<file path="config.mk">
export PLATFORM = sky130hd
export DESIGN_NAME = idx_onehot_dispatch_flat
export DESIGN_NICKNAME = d
export VERILOG_FILES = /design/src/rtl/idx_onehot_dispatch_pkg.sv /design/src/rtl/idx_onehot_dispatch_if.sv /design/src/rtl/idx_onehot_dispatch_idx_to_onehot.sv /design/src/rtl/idx_onehot_dispatch.sv /design/src/flat_wrapper.sv
export SDC_FILE = /design/constraint.sdc
export NUM_CORES = 1
export LEC_CHECK = 0
export CAP_MARGIN = 20
export CORE_MARGIN = 2
export CORE_UTILIZATION = 25
export DETAILED_ROUTE_END_ITERATION = 8
export PLACE_DENSITY = 0.61
export SETUP_SLACK_MARGIN = 0.3
export SLEW_MARGIN = 20
export SYNTH_ARGS = -nofsm -noshare
export SYNTH_HDL_FRONTEND = slang
export SYNTH_SLANG_ARGS = --single-unit
export TNS_END_PERCENT = 1
</file>
<file path="constraint.sdc">
create_clock -name clk_i -period 2.1 [get_ports clk_i]
set_clock_uncertainty 0.05 [all_clocks]
set_input_delay 0.63 -clock clk_i [delete_from_list [all_inputs] [get_ports clk_i]]
set_output_delay 0.63 -clock clk_i [all_outputs]
set_load 0.01 [all_outputs]
</file>
<file path="src/rtl/idx_onehot_dispatch_pkg.sv">
// idx_onehot_dispatch_pkg: shared defaults and index-width helper for the dispatcher
package idx_onehot_dispatch_pkg;

    localparam int DEF_N          = 4;
    localparam int DEF_DATA_WIDTH = 32;
    localparam int DEF_CNT_WIDTH  = 16;

    function automatic int idx_width(input int n);
        return (n > 1) ? $clog2(n) : 1;
    endfunction

endpackage

</file>
<file path="src/rtl/idx_onehot_dispatch_if.sv">
// idx_onehot_dispatch_if: upstream indexed beat plus one-hot downstream bus
interface idx_onehot_dispatch_if
    import idx_onehot_dispatch_pkg::*;
#(
    parameter int N          = DEF_N,
    parameter int DATA_WIDTH = DEF_DATA_WIDTH,
    parameter int CNT_WIDTH  = DEF_CNT_WIDTH
);
    localparam int LOG_N_INP = idx_width(N);

    logic [LOG_N_INP-1:0]  idx_i;
    logic [DATA_WIDTH-1:0] data_i;
    logic                  valid_i;
    logic                  ready_o;
    logic [N-1:0]          valid_o;
    logic [DATA_WIDTH-1:0] data_o;
    logic [N-1:0]          ready_i;
    logic                  err_o;
    logic [CNT_WIDTH-1:0]  cnt_o;
    logic                  busy_o;

    modport slave (
        input  idx_i, data_i, valid_i, ready_i,
        output ready_o, valid_o, data_o, err_o, cnt_o, busy_o
    );

    modport master (
        output idx_i, data_i, valid_i, ready_i,
        input  ready_o, valid_o, data_o, err_o, cnt_o, busy_o
    );

endinterface

</file>
<file path="src/rtl/idx_onehot_dispatch_idx_to_onehot.sv">
// idx_to_onehot: index to N-bit one-hot decoder; in_range is low for idx >= N
module idx_to_onehot #(
    parameter int N = 4,
    parameter int W = 2
) (
    input  logic [W-1:0] idx,
    output logic [N-1:0] onehot,
    output logic         in_range
);

    always_comb begin
        onehot = '0;
        for (int k = 0; k < N; k++) onehot[k] = (idx == W'(k));
        in_range = |onehot;
    end

endmodule

</file>
<file path="src/rtl/idx_onehot_dispatch.sv">
// idx_onehot_dispatch: registered index-to-one-hot router with valid/ready on both sides
module idx_onehot_dispatch
    import idx_onehot_dispatch_pkg::*;
#(
    parameter int N          = DEF_N,
    parameter int DATA_WIDTH = DEF_DATA_WIDTH,
    parameter int CNT_WIDTH  = DEF_CNT_WIDTH,
    parameter int LOG_N_INP  = idx_width(N)
) (
    input logic                  clk_i,
    input logic                  rst_ni,
    idx_onehot_dispatch_if.slave bus
);

    typedef enum logic {EMPTY, FULL} state_t;

    state_t                state_q, state_d;
    logic [LOG_N_INP-1:0]  sel_q;
    logic [DATA_WIDTH-1:0] data_q;
    logic                  err_q;
    logic [CNT_WIDTH-1:0]  cnt_q;
    logic [N-1:0]          in_oh, sel_oh;
    logic                  in_legal, sel_legal;
    logic                  drain, ready, accept, take, drop;

    idx_to_onehot #(.N(N), .W(LOG_N_INP)) u_in_dec (
        .idx      (bus.idx_i),
        .onehot   (in_oh),
        .in_range (in_legal)
    );

    idx_to_onehot #(.N(N), .W(LOG_N_INP)) u_sel_dec (
        .idx      (sel_q),
        .onehot   (sel_oh),
        .in_range (sel_legal)
    );

    // Masking ready_i with the decoded sel ignores every non-target ready bit
    always_comb begin
        drain   = (state_q == FULL) && |(sel_oh & bus.ready_i);
        ready   = (state_q == EMPTY) || drain;
        accept  = bus.valid_i && ready;
        take    = accept && in_legal;
        drop    = accept && !in_legal;
        state_d = take ? FULL : drain ? EMPTY : state_q;
    end

    always_ff @(posedge clk_i) begin
        if (!rst_ni) begin
            state_q <= EMPTY;
            sel_q   <= '0;
            data_q  <= '0;
            err_q   <= 1'b0;
            cnt_q   <= '0;
        end else begin
            state_q <= state_d;
            err_q   <= drop;
            if (take) begin
                sel_q  <= bus.idx_i;
                data_q <= bus.data_i;
            end
            if (drain) cnt_q <= cnt_q + CNT_WIDTH'(1);
        end
    end

    assign bus.ready_o = ready;
    assign bus.valid_o = (state_q == FULL && sel_legal) ? sel_oh : '0;
    assign bus.data_o  = data_q;
    assign bus.err_o   = err_q;
    assign bus.cnt_o   = cnt_q;
    assign bus.busy_o  = (state_q == FULL);

    // in_oh is only needed for its in-range flag
    logic unused_in_oh;
    assign unused_in_oh = ^in_oh;

endmodule

</file>
<file path="src/flat_wrapper.sv">
// flat-port wrapper written by rule: the top's interface ports become plain ports
module idx_onehot_dispatch_flat import idx_onehot_dispatch_pkg::*;
#(
    parameter int N          = DEF_N,
    parameter int DATA_WIDTH = DEF_DATA_WIDTH,
    parameter int CNT_WIDTH  = DEF_CNT_WIDTH,
    parameter int LOG_N_INP  = idx_width(N)
)
  (clk_i, rst_ni, bus_idx_i, bus_data_i, bus_valid_i, bus_ready_i, bus_ready_o, bus_valid_o, bus_data_o, bus_err_o, bus_cnt_o, bus_busy_o);
  idx_onehot_dispatch_if #(.N(N), .DATA_WIDTH(DATA_WIDTH), .CNT_WIDTH(CNT_WIDTH)) bus_i ();
  input logic clk_i;
  input logic rst_ni;
  input wire logic [$bits(bus_i.idx_i)-1:0] bus_idx_i;
  input wire logic [$bits(bus_i.data_i)-1:0] bus_data_i;
  input wire logic [$bits(bus_i.valid_i)-1:0] bus_valid_i;
  input wire logic [$bits(bus_i.ready_i)-1:0] bus_ready_i;
  output wire logic [$bits(bus_i.ready_o)-1:0] bus_ready_o;
  output wire logic [$bits(bus_i.valid_o)-1:0] bus_valid_o;
  output wire logic [$bits(bus_i.data_o)-1:0] bus_data_o;
  output wire logic [$bits(bus_i.err_o)-1:0] bus_err_o;
  output wire logic [$bits(bus_i.cnt_o)-1:0] bus_cnt_o;
  output wire logic [$bits(bus_i.busy_o)-1:0] bus_busy_o;
  assign bus_i.idx_i = bus_idx_i;
  assign bus_i.data_i = bus_data_i;
  assign bus_i.valid_i = bus_valid_i;
  assign bus_i.ready_i = bus_ready_i;
  assign bus_ready_o = bus_i.ready_o;
  assign bus_valid_o = bus_i.valid_o;
  assign bus_data_o = bus_i.data_o;
  assign bus_err_o = bus_i.err_o;
  assign bus_cnt_o = bus_i.cnt_o;
  assign bus_busy_o = bus_i.busy_o;
  idx_onehot_dispatch #(.N(N), .DATA_WIDTH(DATA_WIDTH), .CNT_WIDTH(CNT_WIDTH), .LOG_N_INP(LOG_N_INP)) u_core (.clk_i(clk_i), .rst_ni(rst_ni), .bus(bus_i));
endmodule
</file>
==> results of run 1 <==
[power by group]
group          leakage [nW]  internal (W)  switching, W
Clock                0.0503      0.000295      0.000317
Combinational         0.993      0.000190      0.000179
Sequential            0.434       0.00103     0.0000359
[stage by stage]
stage	std cells	power, W	instance area (um2)	utilization (%)
2_1_floorplan	259	0.001226	2151	-
3_3_place_gp	448	0.001442	3251	39.36
3_5_place_dp	448	0.001447	3251	39.36
4_1_cts	458	0.002080	3500	42.38
5_1_grt	459	0.002163	3605	43.65
6_report	459	0.002047	3605	43.65
[what timing repair did]
action | in CTS | in global routing
gates cloned | 0 | 0
pin swaps | 41 | 43
gates resized for setup | 181 | 22
buffers inserted | 3 | 1
endpoints found under the setup margin | 103 | 48
[state kept, by name, indices dropped and copies added, names as in the netlist]
name and count:
u_core.bus.data_o 32, u_core.bus.busy_o 1, u_core.sel_q 2, u_core.bus.err_o 1
u_core.bus.cnt_o 16
[final timing paths]
path	from	end	slack [ns]
min	u_core.bus.data_o[23]	u_core.bus.data_o[23]	0.40
min reg2reg	u_core.bus.data_o[23]	u_core.bus.data_o[23]	0.40
max reg2reg	u_core.sel_q[0]	u_core.bus.data_o[24]	0.16
max	bus_ready_i[3]	bus_ready_o	-0.05
[critical path, cell delays in order]
cell and delay (ns):
buf_6 0.09, mux4_2 0.47, nand2b_4 0.16, buf_6 0.12
[layer usage]
layer / up-vias / wire length [um] / track usage [%]
li1: 1105 / - / -
met1: 1014 / 2594 / 14.81
met2: 63 / 2867 / 20.83
met3: 2 / 400 / 4.034
met4: 0 / 22 / 2.465
met5: - / 0 / 0
[cell families (layout without fill, tap and decap cells)]
family	after synthesis	after routing	share of synthesized area (%)
and+or+nand+nor	110	110	25.51
AOI/OAI and AO/OA	63	63	16.58
DFF	52	52	48.57
buffers and inverters	26	121	5.254
muxes	5	5	2.919
adders and majority gates	1	1	0.5837
other	1	1	0.1750
xor gates and xnor gates	1	1	0.4087
[placed cells by master, fill, tap and decap left out, types with 5 or more instances in the layout]
master / count
inv_1: 6
or4_4: 5
nand3_2: 36
clkdlybuf4s50_1: 35
buf_2: 5
nand2_1: 40
dfxtp_2: 10
a21oi_1: 6
dfxtp_1: 37
buf_4: 10
nor2_1: 6
a21oi_2: 5
o21ai_0: 6
dlygate4sd2_1: 50
clkbuf_8: 7
buf_6: 5
o21ai_1: 31
dfxtp_4: 5
[layout make-up]
cell class | count | share of cell area (%)
clock buffer | 7 | 2.673
timing repair buffer | 108 | 28.01
multi-input combinational | 181 | 35.30
sequential | 52 | 29.75
tap | 105 | 3.645
inverter | 6 | 0.6248
==> run_results.csv, run 1 <==
group,metric,value,unit
global_route,grt_pass1_vias,1945,
power,ir_drop,0.0002728,V
synth,synthesis.nets,301,
floorplanning,start_util,25.95,%
placed_design,gp_congestion,0.7389,
finish,diodes,0,
finish,seqCellArea,1072,um2
synth,netlist.area_leader.share,48.57,%
floorplanning,dieArea,9330,um2
timing,max_freq,465.2,MHz
synth,synth_cells,259,
run,drv_cap,0,
min_path,hold_path_depth,2,
setup_path,crit_path_end_kind,"primary output",
min_path,hp-class,"reg -> reg",
drt,vias,2184,
global_route,grt_max_degree,69,
cts,cts_hold_buf,0,
timing,hold_viol_final,0,
global_route,grt_first_pass_wirelength,8928,um
cts,cts_buffers,5,
cts,cts_sinks,52,
drt,detail-route-antenna-nets,0,
placed_design,hpwl,3904,um
synth,yosys_most_used_dff,"dfxtp_1",
synth,async_flop_share,0,%
timing,slew_viol_final,0,
cts,cts-root-buf,"clkbuf_8",
synth,ys_seq_elements,52,
global_route,overflow,0,
synth,synth.largest_area_cell,"dfxtp_1",
finish,fillers,869,
drt,drt-pass1-iter-count,4,
global_route,grt_antenna_before_repair,0,
floorplanning,die_w,96.59,um
power,p_leak,1.477,nW
synth,syn_area,2143,um2
finish,final_nets,396,
synth,synth_commonest_cells,"dfxtp_1 (52), nand2_1 (40), o21ai_0 (40)",
finish,drive_above_1_share,29.94,%
cts,h-tree-depth,2,
drt,routed_wl,5884,um
power,powerDensity,567.9,nW/um2
setup_path,required,1.42,ns
cts,clk_latency,0.29,ns
synth,yosysUniqueCellTypes,32,
outcome,violations,"setup timing",
placed_design,place_ws,-0.7646,ns
setup_path,path_max_fanout,2,
synth,synth_edf_count,0,
synth,yosysSeqAreaShare,48.57,%
timing,period_share,102.4,%
drt,drc,0,
setup_path,critPathLaunchType,"input port",
timing,worst_slack,-0.04948,ns
setup_path,path_class,"in -> out",
setup_path,r2r_cells,7,
cts,cts_tree,"done",
synth,yosysWarnings,0,
floorplanning,die_y,96.59,um
floorplanning,io_pins,96,
timing,fin_crit,2.149,ns
global_route,grtUsageTotal,12.12,%
synth,avgSynthCellArea,8.275,um2
drt,viasPerCell,4.758,
cts,clkTransAtPathRegs,0.09,ns
synth,synth_most_common_cell,"dfxtp_1",
drt,drt_iter0_drc,48,
finish,synthToLayoutAreaGrowth,68.18,%
timing,rsz0062_at_grt,"yes",
drt,post_drt_wl_per_cell,12.82,um
timing,tns,-0.04948,ns
setup_path,arrival,1.47,ns
floorplanning,num_rows,33,
synth,synth_area_leaders,"dfxtp_1 (49%), o21ai_0 (9.3%), nand3_1 (9.1%)",
timing,hold_ws,0.4042,ns
cts,cts.path.max_buffers,2,
floorplanning,core_area,8258,um2
outcome,status,"complete, but fails checks",
placed_design,port_buffers,95,
finish,multi_input_area,1272,um2
timing,finalSetupViolCount,1,
(Power assumes the default switching activity.)
==> inputs of run 2 (changes only) <==
--- a/config.mk
+++ b/config.mk
@@ -7,9 +7,9 @@
 export LEC_CHECK = 0
 export CAP_MARGIN = 20
 export CORE_MARGIN = 2
-export CORE_UTILIZATION = 25
+export CORE_UTILIZATION = 41
 export DETAILED_ROUTE_END_ITERATION = 8
-export PLACE_DENSITY = 0.61
+export PLACE_DENSITY = 0.87
 export SETUP_SLACK_MARGIN = 0.3
 export SLEW_MARGIN = 20
 export SYNTH_ARGS = -nofsm -noshare
==> run_results.csv, run 2 (synthesized netlist as in run 1, its figures left out) <==
group,metric,value,unit
outcome,status,"complete, but fails checks",
outcome,violations,"setup timing",
cts,cts_tree,"done",
finish,final_nets,393,
power,p_leak,1.420,nW
setup_path,critPathLaunchType,"input port",
timing,hold_viol_final,0,
floorplanning,start_util,42.23,%
setup_path,critPathLaunch,"bus_ready_i[3]",
global_route,grt_first_pass_wirelength,9335,um
drt,vias,2201,
timing,max_freq,464.5,MHz
min_path,hp-start,"u_core.bus.data_o[8]",
cts,cts.path.max_buffers,2,
finish,synthToLayoutAreaGrowth,56.63,%
cts,cts_hold_buf,0,
floorplanning,num_rows,26,
power,powerDensity,585.8,nW/um2
drt,detail-route-antenna-nets,0,
cts,cts_sinks,52,
cts,clkTransAtPathRegs,0.09,ns
finish,final_cell_mix,"dlygate4sd2_1 (50), nand2_1 (39), o21ai_0 (37), dfxtp_1 (36)",
drt,post_drt_wl_per_cell,12.99,um
power,ir_drop,0.0003585,V
timing,fin_crit,2.153,ns
power,pwr-share-seq,53.9,%
drt,drc,0,
placed_design,hpwl,3955,um
timing,tightest_slew,0.5103,ns
drt,viasPerCell,5.216,
floorplanning,io_pins,96,
power,switching_share,24.78,%
timing,slew_headroom,65.94,%
global_route,grt_antenna_before_repair,0,
floorplanning,die_y,76.30,um
floorplanning,dieArea,5822,um2
finish,fin_util,66.15,%
global_route,grt_max_degree,58,
power,p_clk_share,28.9,%
drt,routed_wl,5481,um
finish,diodes,0,
power,p_int,0.001479,W
floorplanning,die_w,76.30,um
run,drv_cap,0,
drt,drt_iter0_drc,142,
finish,final_common_cell,"dlygate4sd2_1",
timing,period_share,102.5,%
setup_path,path_max_fanout,2,
power,p_comb_share,17.2,%
setup_path,r2r-start,"u_core.sel_q[0]",
cts,cts_buffers,5,
timing,slew_viol_final,0,
cts,clk_latency,0.29,ns
setup_path,path_class,"in -> out",
power,switching_power,0.0004873,W
timing,worst_slack,-0.05290,ns
setup_path,crit_path_end_kind,"primary output",
setup_path,required,1.42,ns
setup_path,path_cells,"buf_6 -> mux4_2 -> nand2b_4 -> buf_6",
finish,largest_reg_flops,32,
min_path,hp-class,"reg -> reg",
setup_path,arrival,1.47,ns
placed_design,place_inst,412,
setup_path,cpMostUsedCell,"buf_6",
setup_path,cpPeakStageDelay,0.47,ns
placed_design,gp_congestion,0.8495,
placed_design,port_buffers,95,
cts,h-tree-depth,2,
global_route,grtUsageTotal,19.24,%
finish,final_cells,422,
cts,cts-root-buf,"clkbuf_8",
drt,drt-pass1-iter-count,4,
timing,finalSetupViolCount,1,
setup_path,crit_slowest_cell,"mux4_2",
timing,rsz0062_at_grt,"yes",
finish,drive_above_1_share,20.45,%
global_route,grt_pass1_vias,2124,
global_route,overflow,0,
floorplanning,core_area,5075,um2
[run 2: cell count changes in the layout (fill, tap and decap cells not counted), moves of 2 or more]
cell,before,now
nand3_2,36,4
buf_4,10,4
nand3_1,4,35
o21ai_0,6,37
nor2_2,0,2
nor2_1,6,4
o21ai_1,31,2
nand2_2,0,2
o21ai_2,3,1
clkbuf_1,0,2
[run 2: worst paths after layout]
check	to	slack, ns	cells past startpoint
worst max-delay path	bus_ready_o	-0.05	4
worst min-delay path	u_core.bus.data_o[8]	0.41	2
worst max register to register	u_core.bus.data_o[7]	0.31	6
worst min register to register	u_core.bus.data_o[8]	0.41	2
[run 2: power by group through the flow]
| stage | logic (W) | clock network [W] | registers [W] |
|---|---|---|---|
| finish | 0.000338 | 0.000568 | 0.00106 |
| global route | 0.000370 | 0.000639 | 0.00107 |
| CTS | 0.000330 | 0.000595 | 0.00106 |
| detailed placement | 0.000358 | 0 | 0.00109 |
| global placement | 0.000350 | 0 | 0.00108 |
| floorplan | 0.000121 | 0 | 0.00111 |
[run 2: repair_timing]
action                                  CTS  global route
gates resized for setup                 103            36
pin swaps                                 0            12
setup buffers                             1             1
endpoints found under the setup margin  103            26
[run 2: area by class of cell]
cell class              count  area, um2
repair buffers            105      991.0
well taps                  70      87.58
multi-input cells         181       1092
inverters                   6      22.52
flip-flops and latches     52       1074
fillers                   453       1718
clock buffers               8      90.09
[run 2: per-layer routing]
metal  GRT usage [%]  vias up  part of all wire [%]
met4           6.364        0                   1.8
met2           33.72       89                    51
met3           6.991       13                   7.4
met1           21.63      999                    40
met5               0        -                     0
li1                -     1100                     -
[run 2: through the flow]
stage	setup slack (ns)	TNS, ns	power, W	hold slack (ns)	cell area (um2)
after CTS	-0.03796	-0.03796	0.001987	0.4237	3261
after global placement	-0.7262	-10.59	0.001434	0.4024	3199
after global routing	-0.08081	-0.08081	0.002077	0.4473	3357
final	-0.05290	-0.05290	0.001966	0.4075	3357
after floorplan	0.1573	0	0.001226	0.4254	2151
after detailed placement	-0.7321	-12.17	0.001444	0.4121	3199
[run 2: critical path: cells and delay by family]
| family | cells | cell delay [ns] |
|---|---|---|
| and+or+nand+nor | 1 | 0.16 |
| muxes | 1 | 0.47 |
| buffers and inverters | 2 | 0.21 |
==> inputs of run 3 (changes only) <==
--- a/config.mk
+++ b/config.mk
@@ -6,13 +6,16 @@
 export NUM_CORES = 1
 export LEC_CHECK = 0
 export CAP_MARGIN = 20
+export CELL_PAD_IN_SITES_DETAIL_PLACEMENT = 1
+export CELL_PAD_IN_SITES_GLOBAL_PLACEMENT = 1
 export CORE_MARGIN = 2
-export CORE_UTILIZATION = 41
+export CORE_UTILIZATION = 32
 export DETAILED_ROUTE_END_ITERATION = 8
-export PLACE_DENSITY = 0.87
+export PLACE_DENSITY = 0.93
 export SETUP_SLACK_MARGIN = 0.3
 export SLEW_MARGIN = 20
 export SYNTH_ARGS = -nofsm -noshare
 export SYNTH_HDL_FRONTEND = slang
+export SYNTH_HIERARCHICAL = 1
 export SYNTH_SLANG_ARGS = --single-unit
 export TNS_END_PERCENT = 1
==> constraint.sdc (replaced) <==
create_clock -name clk_i -period 2.53 [get_ports clk_i]
set_clock_uncertainty 0.05 [all_clocks]
set_input_delay 0.759 -clock clk_i [delete_from_list [all_inputs] [get_ports clk_i]]
set_output_delay 0.759 -clock clk_i [all_outputs]
set_load 0.01 [all_outputs]
==> run_results.csv, run 3 <==
group,metric,value,unit
timing,hold_viol_final,0,
finish,drive_above_1_share,10.67,%
power,ir_drop,0.0002519,V
placed_design,gp_congestion,0.7630,
floorplanning,die_y,86.10,um
power,finalPower,0.001603,W
global_route,grt_first_pass_wirelength,10270,um
cts,h-tree-depth,2,
global_route,grt_pass1_vias,2264,
synth,yosysWarnings,6,
min_path,hp-class,"reg -> reg",
synth,syn_area,2157,um2
setup_path,crit_path_end_kind,"primary output",
global_route,grt_antenna_before_repair,0,
finish,final_cells,433,
finish,fin_util,52.27,%
floorplanning,dieArea,7413,um2
setup_path,arrival,1.56,ns
setup_path,path_max_fanout,8,
cts,clk_latency,0.30,ns
run,drv_cap,0,
global_route,overflow,0,
cts,cts.path.max_buffers,2,
floorplanning,core_area,6422,um2
drt,detail-route-antenna-nets,0,
cts,cts_sinks,52,
cts,clkTransAtPathRegs,0.09,ns
finish,final_common_cell,"clkdlybuf4s50_1",
global_route,grt_max_degree,75,
drt,drt-pass1-iter-count,4,
timing,max_freq,422.0,MHz
global_route,grtUsageTotal,17.05,%
setup_path,r2r_cells,7,
setup_path,path_class,"reg -> out",
timing,rsz0062_at_grt,"yes",
drt,vias,2215,
timing,tns,0,ns
floorplanning,start_util,33.59,%
power,powerDensity,477.5,nW/um2
timing,fin_crit,2.370,ns
finish,synthToLayoutAreaGrowth,55.63,%
timing,hold_ws,0.4071,ns
finish,fillers,767,
drt,routed_wl,6310,um
synth,synthesis.nets,302,
outcome,status,"finished clean",
cts,cts-root-buf,"clkbuf_8",
floorplanning,io_pins,96,
drt,viasPerCell,5.115,
cts,cts_tree,"done",
placed_design,port_buffers,95,
synth,avgSynthCellArea,8.296,um2
drt,drc,0,
cts,cts_buffers,5,
drt,drt_iter0_drc,58,
placed_design,hpwl,4696,um
drt,post_drt_wl_per_cell,14.57,um
setup_path,required,1.72,ns
timing,tightest_slew,0.5012,ns
drt,met1_length,2563,um
floorplanning,num_rows,29,
finish,final_cell_mix,"clkdlybuf4s50_1 (87), dfxtp_1 (50), nand3_1 (41), nand2_1 (40), o21ai_0 (37)",
finish,seqCellArea,1046,um2
finish,final_nets,397,
finish,diodes,0,
placed_design,place_inst,423,
timing,slew_headroom,65.72,%
timing,period_share,93.67,%
timing,slew_viol_final,0,
timing,finalSetupViolCount,0,
finish,multi_input_area,1060,um2
min_path,hold_path_depth,2,
setup_path,critPathLaunchType,"flop",
synth,synth_cells,260,
drt,route.met2.wl,3250,um
finish,largest_reg_flops,32,
power,p_leak,1.221,nW
drt,highest_layer,"met4",
floorplanning,die_w,86.10,um
drt,met3_length,408,um
run 3: cell type report:
| class | instances | share of cell area, % |
|---|---|---|
| flip-flops and latches | 52 | 31.16 |
| inverters | 1 | 0.1118 |
| well taps | 77 | 2.870 |
| multi-input cells | 188 | 31.57 |
| repair buffers | 107 | 31.53 |
| clock inverters | 2 | 0.2982 |
| clock buffers | 6 | 2.460 |
run 3: per-stage QoR:
stage               area (um2)  setup slack, ns
finish                    3357           0.1602
CTS                       3354           0.1345
detailed placement        3232          -0.3744
global route              3357          0.09956
global placement          3232          -0.3444
floorplan                 2157           0.4408
run 3: path summary, 6_finish.rpt:
path / from / end / slack (ns)
worst max-delay path: u_core/bus.busy_o / bus_valid_o[0] / 0.16
worst min-delay path: u_core/bus.data_o[14] / u_core/bus.data_o[14] / 0.41
worst max register to register: u_core/sel_q[1] / u_core/bus.cnt_o[14] / 0.47
worst min register to register: u_core/bus.data_o[14] / u_core/bus.data_o[14] / 0.41
run 3: what timing repair did:
| item | CTS | global route |
|---|---|---|
| endpoints found under the setup margin | 10 | 10 |
| buffers inserted | 2 | 0 |
| pin swaps | 3 | 0 |
| hold buffers | 0 | 0 |
| gates resized for setup | 17 | 1 |
run 3: metal layers:
metal / up-vias / track usage, %
met3: 11 / 5.197
met5: - / 0
met1: 1050 / 19.53
met2: 59 / 30.66
met4: 0 / 4.473
li1: 1095 / -
run 3: where the power goes:
group / leakage [nW] / internal [W] / switching [W] / total (W)
Combinational: 0.746 / 0.000138 / 0.000108 / 0.000246
Sequential: 0.424 / 0.000848 / 0.0000194 / 0.000867
Clock: 0.0510 / 0.000219 / 0.000271 / 0.000490
Total: 1.22 / 0.00121 / 0.000398 / 0.00160
run 3: critical path: stages (launching register included):
cell and delay (ns):
dfxtp_1 0.49, and3_2 0.24, clkdlybuf4s50_1 0.53
